$ cat src/rtl/regfile_write_arbiter.sv
// ---------------------------------------------------------------------------
// regfile_write_arbiter
//
// Shares the single write port of a register file among four requesters.
// Arbitration is round-robin. The port outputs are registered, so a request
// sampled at one rising edge appears as a write in the following cycle.
//
// Handshake (valid/ready): req_i[i] is "valid" for requester i. grant_o[i]
// is the "accepted" indication and is seen one cycle after the winning edge.
// While req_i[i] is high, addrN_i/dataN_i must not change until grant_o[i]
// has been seen high. In the cycle after that, the requester either drops
// req_i[i] or presents its next write. A requester is masked for one cycle
// after each grant. This stops a held request from being written twice and
// limits a continuously requesting master to one write every other cycle.
//
// Writes that target the top register (all ones) are still granted and
// consumed. They are not committed: RegWrite_o stays low and dropped_o
// pulses instead.
//
// Ports
//   clk_i            clock; all state changes on the rising edge
//   reset_i          synchronous, active-high reset
//   req_i[3:0]       per-requester write request
//   addr0_i..addr3_i destination register of requester 0..3
//   data0_i..data3_i write data of requester 0..3
//   grant_o[3:0]     one-hot (or zero) grant for the write issued this cycle
//   RegWrite_o       register-file write enable
//   WriteRegister_o  register-file write address
//   WriteData_o      register-file write data
//   dropped_o        granted write targeted the top register and was discarded
//   dbg_ptr_o        current round-robin priority pointer (debug visibility)
// ---------------------------------------------------------------------------
module regfile_write_arbiter #(
    parameter int WIDTH = 64,
    parameter int ADDR  = 5
) (
    input  logic             clk_i,
    input  logic             reset_i,
    input  logic [3:0]       req_i,
    input  logic [ADDR-1:0]  addr0_i,
    input  logic [ADDR-1:0]  addr1_i,
    input  logic [ADDR-1:0]  addr2_i,
    input  logic [ADDR-1:0]  addr3_i,
    input  logic [WIDTH-1:0] data0_i,
    input  logic [WIDTH-1:0] data1_i,
    input  logic [WIDTH-1:0] data2_i,
    input  logic [WIDTH-1:0] data3_i,
    output logic [3:0]       grant_o,
    output logic             RegWrite_o,
    output logic [ADDR-1:0]  WriteRegister_o,
    output logic [WIDTH-1:0] WriteData_o,
    output logic             dropped_o,
    output logic [1:0]       dbg_ptr_o
);

    // Address of the register that is never written.
    localparam logic [ADDR-1:0] DROP_ADDR = '1;

    logic [1:0]       ptr_q,      ptr_d;
    logic [3:0]       grant_q,    grant_d;
    logic             regwrite_q, regwrite_d;
    logic             dropped_q,  dropped_d;
    logic [ADDR-1:0]  wreg_q,     wreg_d;
    logic [WIDTH-1:0] wdata_q,    wdata_d;

    logic [ADDR-1:0]  addr_sel [4];
    logic [WIDTH-1:0] data_sel [4];
    logic [3:0]       eligible;
    logic             found;
    logic [1:0]       win;
    logic [1:0]       idx;

    assign addr_sel[0] = addr0_i;
    assign addr_sel[1] = addr1_i;
    assign addr_sel[2] = addr2_i;
    assign addr_sel[3] = addr3_i;
    assign data_sel[0] = data0_i;
    assign data_sel[1] = data1_i;
    assign data_sel[2] = data2_i;
    assign data_sel[3] = data3_i;

    // Winner selection. Requesters are scanned from ptr upward, with mod-4
    // wraparound coming from the 2-bit add. The requester that holds the
    // current grant is masked for this cycle.
    always_comb begin
        eligible = req_i & ~grant_q;
        found    = 1'b0;
        win      = ptr_q;
        idx      = ptr_q;
        for (int k = 0; k < 4; k++) begin
            idx = ptr_q + 2'(k);
            if (!found && eligible[idx]) begin
                found = 1'b1;
                win   = idx;
            end
        end
    end

    // Next-state and next-output logic. With no winner, the port is idle and
    // ptr holds its value.
    always_comb begin
        ptr_d      = ptr_q;
        grant_d    = 4'b0000;
        regwrite_d = 1'b0;
        dropped_d  = 1'b0;
        wreg_d     = '0;
        wdata_d    = '0;
        if (found) begin
            ptr_d      = win + 2'd1;
            grant_d    = 4'b0001 << win;
            wreg_d     = addr_sel[win];
            wdata_d    = data_sel[win];
            regwrite_d = (addr_sel[win] != DROP_ADDR);
            dropped_d  = (addr_sel[win] == DROP_ADDR);
        end
    end

    // Reset overrides arbitration. A grant won at a reset edge is lost, and
    // the requester must retry.
    always_ff @(posedge clk_i) begin
        if (reset_i) begin
            ptr_q      <= 2'd0;
            grant_q    <= 4'b0000;
            regwrite_q <= 1'b0;
            dropped_q  <= 1'b0;
            wreg_q     <= '0;
            wdata_q    <= '0;
        end else begin
            ptr_q      <= ptr_d;
            grant_q    <= grant_d;
            regwrite_q <= regwrite_d;
            dropped_q  <= dropped_d;
            wreg_q     <= wreg_d;
            wdata_q    <= wdata_d;
        end
    end

    assign grant_o         = grant_q;
    assign RegWrite_o      = regwrite_q;
    assign WriteRegister_o = wreg_q;
    assign WriteData_o     = wdata_q;
    assign dropped_o       = dropped_q;
    assign dbg_ptr_o       = ptr_q;

endmodule

$ cat config.mk
export PLATFORM = sky130hd
export DESIGN_NAME = regfile_write_arbiter
export DESIGN_NICKNAME = d
export VERILOG_FILES = /design/src/rtl/regfile_write_arbiter.sv
export SDC_FILE = /design/constraint.sdc
export NUM_CORES = 1
export LEC_CHECK = 0
export CORE_AREA = 2 2 141 143
export CTS_CLUSTER_SIZE = 30
export DETAILED_ROUTE_END_ITERATION = 6
export DIE_AREA = 0 0 143 145
export MAX_ROUTING_LAYER = met4
export PLACE_DENSITY = 0.67
export SLEW_MARGIN = 20
export SYNTH_ARGS = -nofsm -noshare
export SYNTH_HDL_FRONTEND = slang
export SYNTH_SLANG_ARGS = --single-unit
$ cat constraint.sdc
create_clock -name clk_i -period 2.3 [get_ports clk_i]
set_input_delay 0.46 -clock clk_i [delete_from_list [all_inputs] [get_ports clk_i]]
set_output_delay 0.46 -clock clk_i [all_outputs]
set_load 0.01 [all_outputs]
Word level (Yosys, flattened, before mapping)
Cells that the tools add are included.
- bits in registers: 77
- input bits: 282
- word-level logic and storage cells: 50
- add/sub/neg operators: 4
- $lt $le $gt $ge: 5
- equality and inequality tests: 2
- shift operators: 1
- muxes and demuxes: 21
- bitwise logic cells: 4
- reductions and logical operators: 7
- operators by type and width (operator ; number):
    binary-select mux 64 bit (select 2 bit) ; 1
    2-to-1 mux 64 bit ; 2
    < comparator 2 x 3 -> 1 bit (second input constant) ; 4
    binary-select mux 5 bit (select 2 bit) ; 1
    2-to-1 mux 5 bit ; 2
    binary-select mux 1 bit (select 2 bit) ; 4
    2-to-1 mux 1 bit ; 8
    2-to-1 mux 2 bit ; 3
    == test 5 bit (second input constant) ; 1
    != test 5 bit (second input constant) ; 1
    adder 2 x 1 -> 2 bit (second input constant) ; 2
    adder 2 bit (second input constant) ; 2
    bitwise AND 4 bit ; 1
    inverter 4 bit ; 1
    left shift 1 x 2 -> 4 bit (first input constant) ; 1
    greater-or-equal comparator 3 bit (second input constant) ; 1
    logical AND 1 bit ; 3
    logical NOT 1 bit ; 3
    inverter 2 -> 3 bit ; 1
    OR reduction 2 bit ; 1
    inverter 1 bit ; 1

Logic depth before layout (Yosys ltp)
Gate-level depths: netlist (run 1).
- word-level depth: 19
- mapped depth: 9
- gate-level depth less buffers: 7

Worst setup path before layout (run 1)
Ideal clock, no wire load.
- path type: input to register
- start: in req_i[3]
- end: reg regwrite_q, in the netlist RegWrite_o
- data arrival time: 1862 ps
- setup slack: 305 ps
- stages: 8
- path buffers: 1
- cell sequence: and2b_1 > o221ai_1 > o21ai_2 > nand2_1 > buf_4 > mux2_2 > nor4_4 > a21oi_1
- cells in the longest elaborated chain, start to end: 18
- elaborated cells on any way between the ends: 29
- classes of those cells: eq/ne (1); mux (18); bitwise (3); reduce/logical (7)
- ends and longest elaborated chain (item ; line ; text):
    start, declared ; 39 ; input logic [3:0] req_i,
    bitwise AND 4 bit * ; 86 ; eligible = req_i & ~grant_q;
    binary-select mux 1 bit (select 2 bit) ; 92 ; if (!found && eligible[idx]) begin
    2-to-1 mux 1 bit (not written as such) ; 92 ;
    2-to-1 mux 1 bit ; 92 ;
    logical NOT 1 bit ; 92 ;
    logical AND 1 bit ; 92 ;
    2-to-1 mux 1 bit ; 92 ;
    logical NOT 1 bit ; 92 ;
    logical AND 1 bit ; 92 ;
    2-to-1 mux 1 bit ; 92 ;
    logical NOT 1 bit ; 92 ;
    logical AND 1 bit ; 92 ;
    2-to-1 mux 2 bit ; 92 ;
    inverter 2 -> 3 bit (not written as such) ; 113 ; regwrite_d = (addr_sel[win] != DROP_ADDR);
    binary-select mux 5 bit (select 2 bit) ; 113 ;
    2-to-1 mux 5 bit (not written as such) (2 in series) ; 113 ;
    != test 5 bit ; 113 ;
    end signal, assigned ; 131 ; regwrite_q <= regwrite_d;
    end, declared ; 61 ; logic regwrite_q, regwrite_d;
Mark *: on every way between the ends. The rest lies on a longest branch, timed or not. The select of a mux whose other input is x is not followed.
A chain may end at the register's enable or synchronous reset.

Final worst setup path (run 1)
Ends and elaborated chain as after synthesis.

==> impl_metrics.ini, run 1 <==
[status]
status = finished clean

[worst_setup_path]
crit_arrival_ns = 2.41
r2r_start = dbg_ptr_o[0]
crit_start = req_i[3]
cpPeakStageDelay_ns = 0.42
cp-end-kind = flip-flop
worstPathCellList = clkdlybuf4s50_1 -> and2b_1 -> o221ai_1 -> and3_4 -> buf_4 -> mux2i_1 -> mux2_4 -> nor4_4 -> a21oi_1
path_max_fanout = 5
cp-start-kind = input port
required_ns = 2.52
worstSetupPathType = in2reg
crit_slowest_cell = clkdlybuf4s50_1

[timing]
fin_worst_skew_ns = 0.00743
fmax_mhz = 455
slew_headroom = 0.761
drv_slew = 0
hold_viol = 0
min_period_ns = 2.20
rsz0062_at_grt = no
finalSetupViolCount = 0
min_period_over_period = 0.956
setup_tns_ns = 0
worst_pin_slew_ns = 0.357

[placed_design]
dp_hpwl_mm = 14.0
gp_congestion = 0.869
place_inst = 1062
io_buffers = 358
post_dp_cell_area_mm2 = 0.00852

[finish]
nFillCells = 1865
antennaDiodeCount = 0
final_cells = 1077
final_util = 0.460
drive_gt1_frac = 0.174
final_nets = 1090
design_area_mm2 = 0.00883
syn_to_final_growth_pct = 103

[worst_hold_path]
worstHoldPathType = reg2reg
hold_start = dbg_ptr_o[0]

[drt]
drt_first_pass_iters = 4
vias_per_cell = 4.27
ant_nets = 0
route.vias.total = 4604
drt_iter0_drc = 139
routed_wl_mm = 17.1
wl_per_cell_um = 15.8
drt_drc_violations_left = 0

[clocking]
postCtsSetupRepairBufs = 0
clk_pin_slew_ns = 0.06
hold_buffers = 0
clockBufferDepth = 2
htree_levels = 3
clk_latency_ns = 0.33
cts_sinks = 77
clockRootBuffer = clkbuf_16
numCtsBuffers = 9
cts_tree = built

[die]
fp.dieH_um = 145
core_area_mm2 = 0.0192
num_rows = 51
die-area_mm2 = 0.0207
die_w_um = 143
start_util = 0.227
io_pins = 359

[power_and_ir_drop]
irDropWorstVdd_uv = 436
leakagePower_nw = 3.53
report.power.total_w = 0.00902
p_per_area_mw_per_mm2 = 1020

[global_route]
antenna_found_initial = 0
grt_pass1_wl_mm = 25.7
grt_max_degree = 47
grt_usage = 0.167
grt_overflow = 0
first_global_vias = 4589

[synthesis]
yosys_warnings = 0
synth_fp_nets = 708
syn_area_per_cell_um2 = 10.2
ys_seq_elements = 77
ys_top_cells_by_area = dfxtp_1, mux2i_1, mux2_2
yosysSeqAreaShare = 0.354
synth.cells.most_frequent = dfxtp_1, mux2i_1, nor2_1
synth_edf_count = 0
yosysTopAreaCellShare = 0.354
synth_most_common_cell = dfxtp_1
ys.flop_type = dfxtp_1
async_flop_share = 0
synth_top_cell_by_area = dfxtp_1
synth_cell_types = 31
netlist_instances = 426
netlist_area_mm2 = 0.00435

[job]
timing.max_cap.violations = 0
## where the power goes
| group | leakage (nW) | switching, W | internal [W] |
|---|---|---|---|
| Sequential | 0.641 | 0.000161 | 0.00181 |
| Clock | 0.141 | 0.000578 | 0.000895 |
| Combinational | 2.75 | 0.00229 | 0.00328 |
## final cells by class
cell class | count | area, um^2 | share of cell area
tap | 265 | 332 | 0.0376
multi-input combinational | 310 | 2520 | 0.285
sequential | 77 | 1540 | 0.175
clock inverter | 3 | 45.0 | 0.00510
clock buffer | 12 | 256 | 0.0291
timing repair buffer | 410 | 4140 | 0.469
## timing repair
action	in CTS	in global routing
hold endpoints to repair	0	0
gates resized for setup	0	1
endpoints found under the setup margin	0	3
## cell families after synthesis
logic type,after synthesis,synth area share
multiplexers,143,0.350
AND/OR/NAND/NOR,93,0.0943
flip-flops,77,0.354
AO/OA/AOI/OAI,73,0.128
buffers and inverters,39,0.0713
XOR/XNOR,1,0.00201
## worst max-delay path, delay by kind of cell
kind                   cells  cell delay, ns
AND/OR/NAND/NOR            3            0.75
AO/OA/AOI/OAI              2            0.29
buffers and inverters      2            0.57
multiplexers               2            0.36
## sequential cells by signal (all words and copies together) (netlist names)
register         count
RegWrite_o           1
WriteData_o         64
WriteRegister_o      5
dbg_ptr_o            2
dropped_o            1
grant_o              4
## placed cells by master (no fill, tap or decap), drive strengths merged, types with 3 or more instances in the layout
master         count
a211oi            66
mux2i             75
mux2              68
clkbuf            12
nand3              3
nand2b             5
buf               52
clkdlybuf4s50    358
nor2b              4
nor2              71
dfxtp             77
## routing by layer
metal	GRT usage	vias to the layer above	wire length, um
li1	-	2318	-
met1	0.196	2084	7180
met2	0.283	185	8490
met3	0.0337	17	1120
met4	0.0559	0	274
met5	-	-	0
## metrics by stage
stage / hold slack, ns / worst slack, ns
5_1_grt: 0.639 / 0.00257
4_1_cts: 0.608 / 0.0629
3_3_place_gp: 0.583 / -0.240
3_5_place_dp: 0.598 / -0.293
2_1_floorplan: 0.525 / 0.305
6_report: 0.607 / 0.101
## path summary, 6_finish.rpt
path	endpoint	slack, ns	cells past startpoint
setup / recovery	RegWrite_o	0.10	9
hold / removal	dbg_ptr_o[0]	0.61	2
setup reg to reg	RegWrite_o	0.27	8
hold reg to reg	dbg_ptr_o[0]	0.61	2
No activity file was read; power rests on OpenSTA's default activity.
==> run 2, diff against run 1 <==
Settings changed: PLACE_DENSITY 0.67 to 0.62, SKIP_LAST_GASP from default to 1.
==> run 2 against run 1 <==
- register-to-register slack worse by 0.12 ns
- clock skew up 0.0017 ns
- largest cell class unchanged
- highest routed layer unchanged
- final cell count fell by 1.0%
- clock-buffer cell count shrank 1
- critical endpoint is now WriteData_o[45]
- first-iteration DRC count fell by 24%
- largest power group unchanged
==> impl_metrics.ini, run 2 (synthesis gave the netlist of run 1 again) <==
[finish]
antennaDiodeCount = 0
drive_gt1_frac = 0.167
final_cell_mix = clkdlybuf4s50_1, dfxtp_1, mux2i_1
final_nets = 1079
final_common_cell = clkdlybuf4s50_1
largest_reg_flops = 64
multi_input_area_mm2 = 0.00254
nFillCells = 1844
syn_to_final_growth_pct = 103
regArea_mm2 = 0.00154

[power_and_ir_drop]
p_per_area_mw_per_mm2 = 1040
report.power.total_w = 0.00916
irDropWorstVdd_uv = 521
leakagePower_nw = 3.54

[die]
start_util = 0.227
io_pins = 359
num_rows = 51
die_w_um = 143
die-area_mm2 = 0.0207
fp.dieH_um = 145
core_area_mm2 = 0.0192

[clocking]
clockRootBuffer = clkbuf_16
clk_latency_ns = 0.34
clockBufferDepth = 2
cts_tree = built
hold_buffers = 0
numCtsBuffers = 9
cts_sinks = 77
htree_levels = 3
clk_pin_slew_ns = 0.06

[drt]
drt_drc_violations_left = 0
drt_first_pass_iters = 4
wl_per_cell_um = 16.3
vias_per_cell = 4.25
ant_nets = 0
drt_iter0_drc = 105
routed_wl_mm = 17.4
route.vias.total = 4531

[worst_setup_path]
worstPathCellList = clkdlybuf4s50_1 -> nand2b_4 -> o221ai_2 -> and3_4 -> buf_12 -> buf_12 -> buf_12 -> mux2_2 -> nor2_1 -> a211oi_1
cp-start-kind = input port
critPathMostFrequentCell = buf_12
crit_slowest_cell = clkdlybuf4s50_1
reg2reg_depth = 9
cp-end-kind = flip-flop
required_ns = 2.50
cp.depth = 10
path_max_fanout = 19
critPathTopFamily = buffers and inverters
crit_arrival_ns = 2.39
cp_num_buf_inv = 4
worstSetupPathType = in2reg
cpPeakStageDelay_ns = 0.51

[timing]
worst_pin_slew_ns = 0.295
fin_worst_skew_ns = 0.00917
min_period_over_period = 0.949
drv_slew = 0
slew_headroom = 0.798
hold_viol = 0
min_period_ns = 2.18
finalSetupViolCount = 0
fmax_mhz = 458
setup_tns_ns = 0

[placed_design]
gp_congestion = 0.808
io_buffers = 358
dp_hpwl_mm = 13.8

[global_route]
grt_max_degree = 69
antenna_found_initial = 0
first_global_vias = 4589
grt_pass1_wl_mm = 25.6
grt_overflow = 0
grt_usage = 0.166

[status]
status = finished clean

[worst_hold_path]
worstHoldPathType = reg2reg
hold_depth = 2

[job]
timing.max_cap.violations = 0
-- run 2: changes by cell type in the layout (fill, tap and decap cells not counted), moves of 2 or more --
cell             previous run  this run
buf_4                      39        29
buf_12                     13         9
bufinv_16                   1         4
clkdlybuf4s50_1           358       356
clkinvlp_4                  2         0
dlymetal6s2s_1              0         2
-- run 2: power by group --
group | total [W] | leakage [nW] | internal, W | switching (W)
Combinational | 0.00541 | 2.72 | 0.00312 | 0.00229
Sequential | 0.00197 | 0.641 | 0.00181 | 0.000160
Clock | 0.00178 | 0.176 | 0.00120 | 0.000588
-- run 2: cell type report --
type / instances / area share
tap: 265 / 0.0376
sequential: 77 / 0.175
clock inverter: 4 / 0.0136
timing repair buffer: 399 / 0.459
clock buffer: 11 / 0.0275
multi-input combinational: 310 / 0.288
-- run 2: worst min-delay path: stages, from the launching register on --
cell and delay, ns:
dfxtp_1 0.37, nor2_1 0.12, a311oi_1 0.06
-- run 2: path summary, 6_finish.rpt --
| kind | from | end | slack [ns] |
|---|---|---|---|
| max | req_i[0] | WriteData_o[45] | 0.12 |
| min | dbg_ptr_o[0] | dbg_ptr_o[0] | 0.60 |
| max reg2reg | dbg_ptr_o[1] | RegWrite_o | 0.15 |
| min reg2reg | dbg_ptr_o[0] | dbg_ptr_o[0] | 0.60 |
-- run 2: repair_timing --
| action | 4_1_cts | 5_1_grt |
|---|---|---|
| setup endpoints to repair | 2 | 36 |
| resized for setup | 0 | 10 |
| hold endpoints to repair | 0 | 0 |
| pin swaps | 1 | 4 |
| gates cloned | 0 | 1 |
| buffers inserted | 3 | 3 |
-- run 2: metal layers --
layer,global-route usage,vias to the layer above,share of wire
li1,-,2301,-
met1,0.186,2018,0.40
met2,0.292,194,0.51
met3,0.0343,18,0.067
met4,0.0589,0,0.019
met5,-,-,0
-- run 2: metrics by stage --
step | cell area, um^2 | utilization | setup WS, ns | hold WS [ns] | instances
global route | 8830 | 0.460 | -0.0115 | 0.677 | 1066
finish | 8830 | 0.460 | 0.117 | 0.600 | 1066
CTS | 8720 | 0.454 | 0.0427 | 0.607 | 1062
global placement | 8330 | 0.434 | -0.299 | 0.586 | 1044
floorplan | 4350 | - | 0.305 | 0.525 | 426
detailed placement | 8330 | 0.434 | -0.374 | 0.594 | 1044
==> run 3, diff against run 2 <==
Settings changed: MAX_ROUTING_LAYER met4 to default, REMOVE_ABC_BUFFERS from default to 1.
==> run 3 against run 2 <==
- global-route usage shrank 1.2 points
- critical path depth shrank 1
- combinational power grew 7.0%
- via count grew 2.3%
- core utilization grew 0.64 points
- hold slack lost 0.012 ns
- total power grew 1.7%
- sequential cell count is the same
- wire length shrank 3.3%
- sequential share of layout area shrank 0.24 points
- clock power shrank 12%
==> impl_metrics.ini, run 3 (synthesis gave the netlist of run 1 again) <==
[timing]
min_period_ns = 2.18
setup_tns_ns = 0
finalSetupViolCount = 0
slew_headroom = 0.788
worst_slack_ns = 0.115
worst_pin_slew_ns = 0.316
fmax_mhz = 458
hold_viol = 0
hold_ws_ns = 0.589
fin_worst_skew_ns = 0.00780
rsz0062_at_grt = no
min_period_over_period = 0.950
drv_slew = 0

[worst_setup_path]
crit_slowest_cell = clkdlybuf4s50_1
worstPathCellList = clkdlybuf4s50_1 -> nand2b_4 -> o221ai_2 -> and3_4 -> clkbuf_16 -> mux2i_1 -> mux2_4 -> nor4_4 -> a21oi_1
regToRegSetupSlack_ns = 0.20
cp-start-kind = input port
crit_arrival_ns = 2.40
critPathTopFamily = buffers and inverters
cp_num_buf_inv = 2
required_ns = 2.52
cpPeakStageDelay_ns = 0.50
worstSetupPathType = in2reg
path_max_fanout = 6
cp-end-kind = flip-flop

[finish]
final_cell_mix = clkdlybuf4s50_1, dfxtp_1, mux2i_1
drive_gt1_frac = 0.184
final_nets = 1093
antennaDiodeCount = 0
syn_to_final_growth_pct = 106
largest_reg_flops = 64
design_area_mm2 = 0.00895
final_common_cell = clkdlybuf4s50_1

[global_route]
grt_pass1_wl_mm = 24.6
grt_overflow = 0
grt_usage = 0.154
first_global_vias = 4526
grt_max_degree = 37
antenna_found_initial = 0

[drt]
vias_per_cell = 4.29
drt_drc_violations_left = 0
routed_wl_mm = 16.8
route.vias.total = 4635
ant_nets = 0
drt_iter0_drc = 100
wl_per_cell_um = 15.6
drt_first_pass_iters = 4

[placed_design]
post_dp_cell_area_mm2 = 0.00839
gp_congestion = 0.785
pre_cts_slack_ns = -0.295
dp_hpwl_mm = 13.4
io_buffers = 358

[job]
timing.max_cap.violations = 0

[die]
die_w_um = 143
die-area_mm2 = 0.0207
core_area_mm2 = 0.0192
num_rows = 51
fp.dieH_um = 145
io_pins = 359
start_util = 0.227

[power_and_ir_drop]
p_per_area_mw_per_mm2 = 1040
report.power.total_w = 0.00932
leakagePower_nw = 3.60
irDropWorstVdd_uv = 418

[clocking]
clk_pin_slew_ns = 0.06
clockBufferDepth = 2
htree_levels = 3
clockRootBuffer = clkbuf_16
cts_tree = built
clk_latency_ns = 0.34
hold_buffers = 0
numCtsBuffers = 9
cts_sinks = 77

[status]
status = finished clean

[worst_hold_path]
worstHoldPathType = reg2reg
run 3: cell types whose count changed in the layout (fill, tap and decap cells not counted), sizes merged:
cell and delta:
buf +13, bufinv -2, clkbuf +1, clkinv +1, clkinvlp +2
run 3: per-layer routing:
layer / track usage / vias to the layer above / part of all wire
met5: 0 / - / 0
met4: 0.0584 / 0 / 0.025
met1: 0.176 / 2049 / 0.40
met3: 0.0495 / 28 / 0.089
met2: 0.266 / 223 / 0.49
li1: - / 2335 / -
run 3: area by class of cell:
class / count / area, um^2
Multi-Input combinational cell: 310 / 2540
Timing Repair Buffer: 413 / 4210
Clock inverter: 5 / 83.8
Sequential cell: 77 / 1540
Clock buffer: 11 / 243
Fill cell: 1875 / 10300
Tap cell: 265 / 332
run 3: worst paths after layout:
check	cells past startpoint	from	to
worst min-delay path	2	dbg_ptr_o[0]	dbg_ptr_o[0]
worst min register to register	2	dbg_ptr_o[0]	dbg_ptr_o[0]
worst max register to register	8	grant_o[3]	RegWrite_o
worst max-delay path	9	req_i[0]	RegWrite_o
run 3: report_power, final:
part           switching (W)  total [W]  internal [W]  leakage (nW)
clock network       0.000587    0.00157      0.000983         0.152
logic                0.00239    0.00579       0.00340          2.81
registers           0.000153    0.00196       0.00181         0.641
total                0.00313    0.00932       0.00619          3.60
run 3: tightest hold or removal path: stages, from the launching register on:
cell and delay (ns):
dfxtp_1 0.37, nor2_1 0.12, a311oi_1 0.05
run 3: stage by stage:
step / util / cells
2_1_floorplan: - / 387
3_3_place_gp: 0.437 / 1046
3_5_place_dp: 0.437 / 1046
4_1_cts: 0.454 / 1062
5_1_grt: 0.466 / 1081
6_report: 0.466 / 1081
run 3: timing repair:
item                                    CTS  global route
hold endpoints to repair                  0             0
setup buffers                             0            17
endpoints found under the setup margin    0            13
gates resized for setup                   0            12
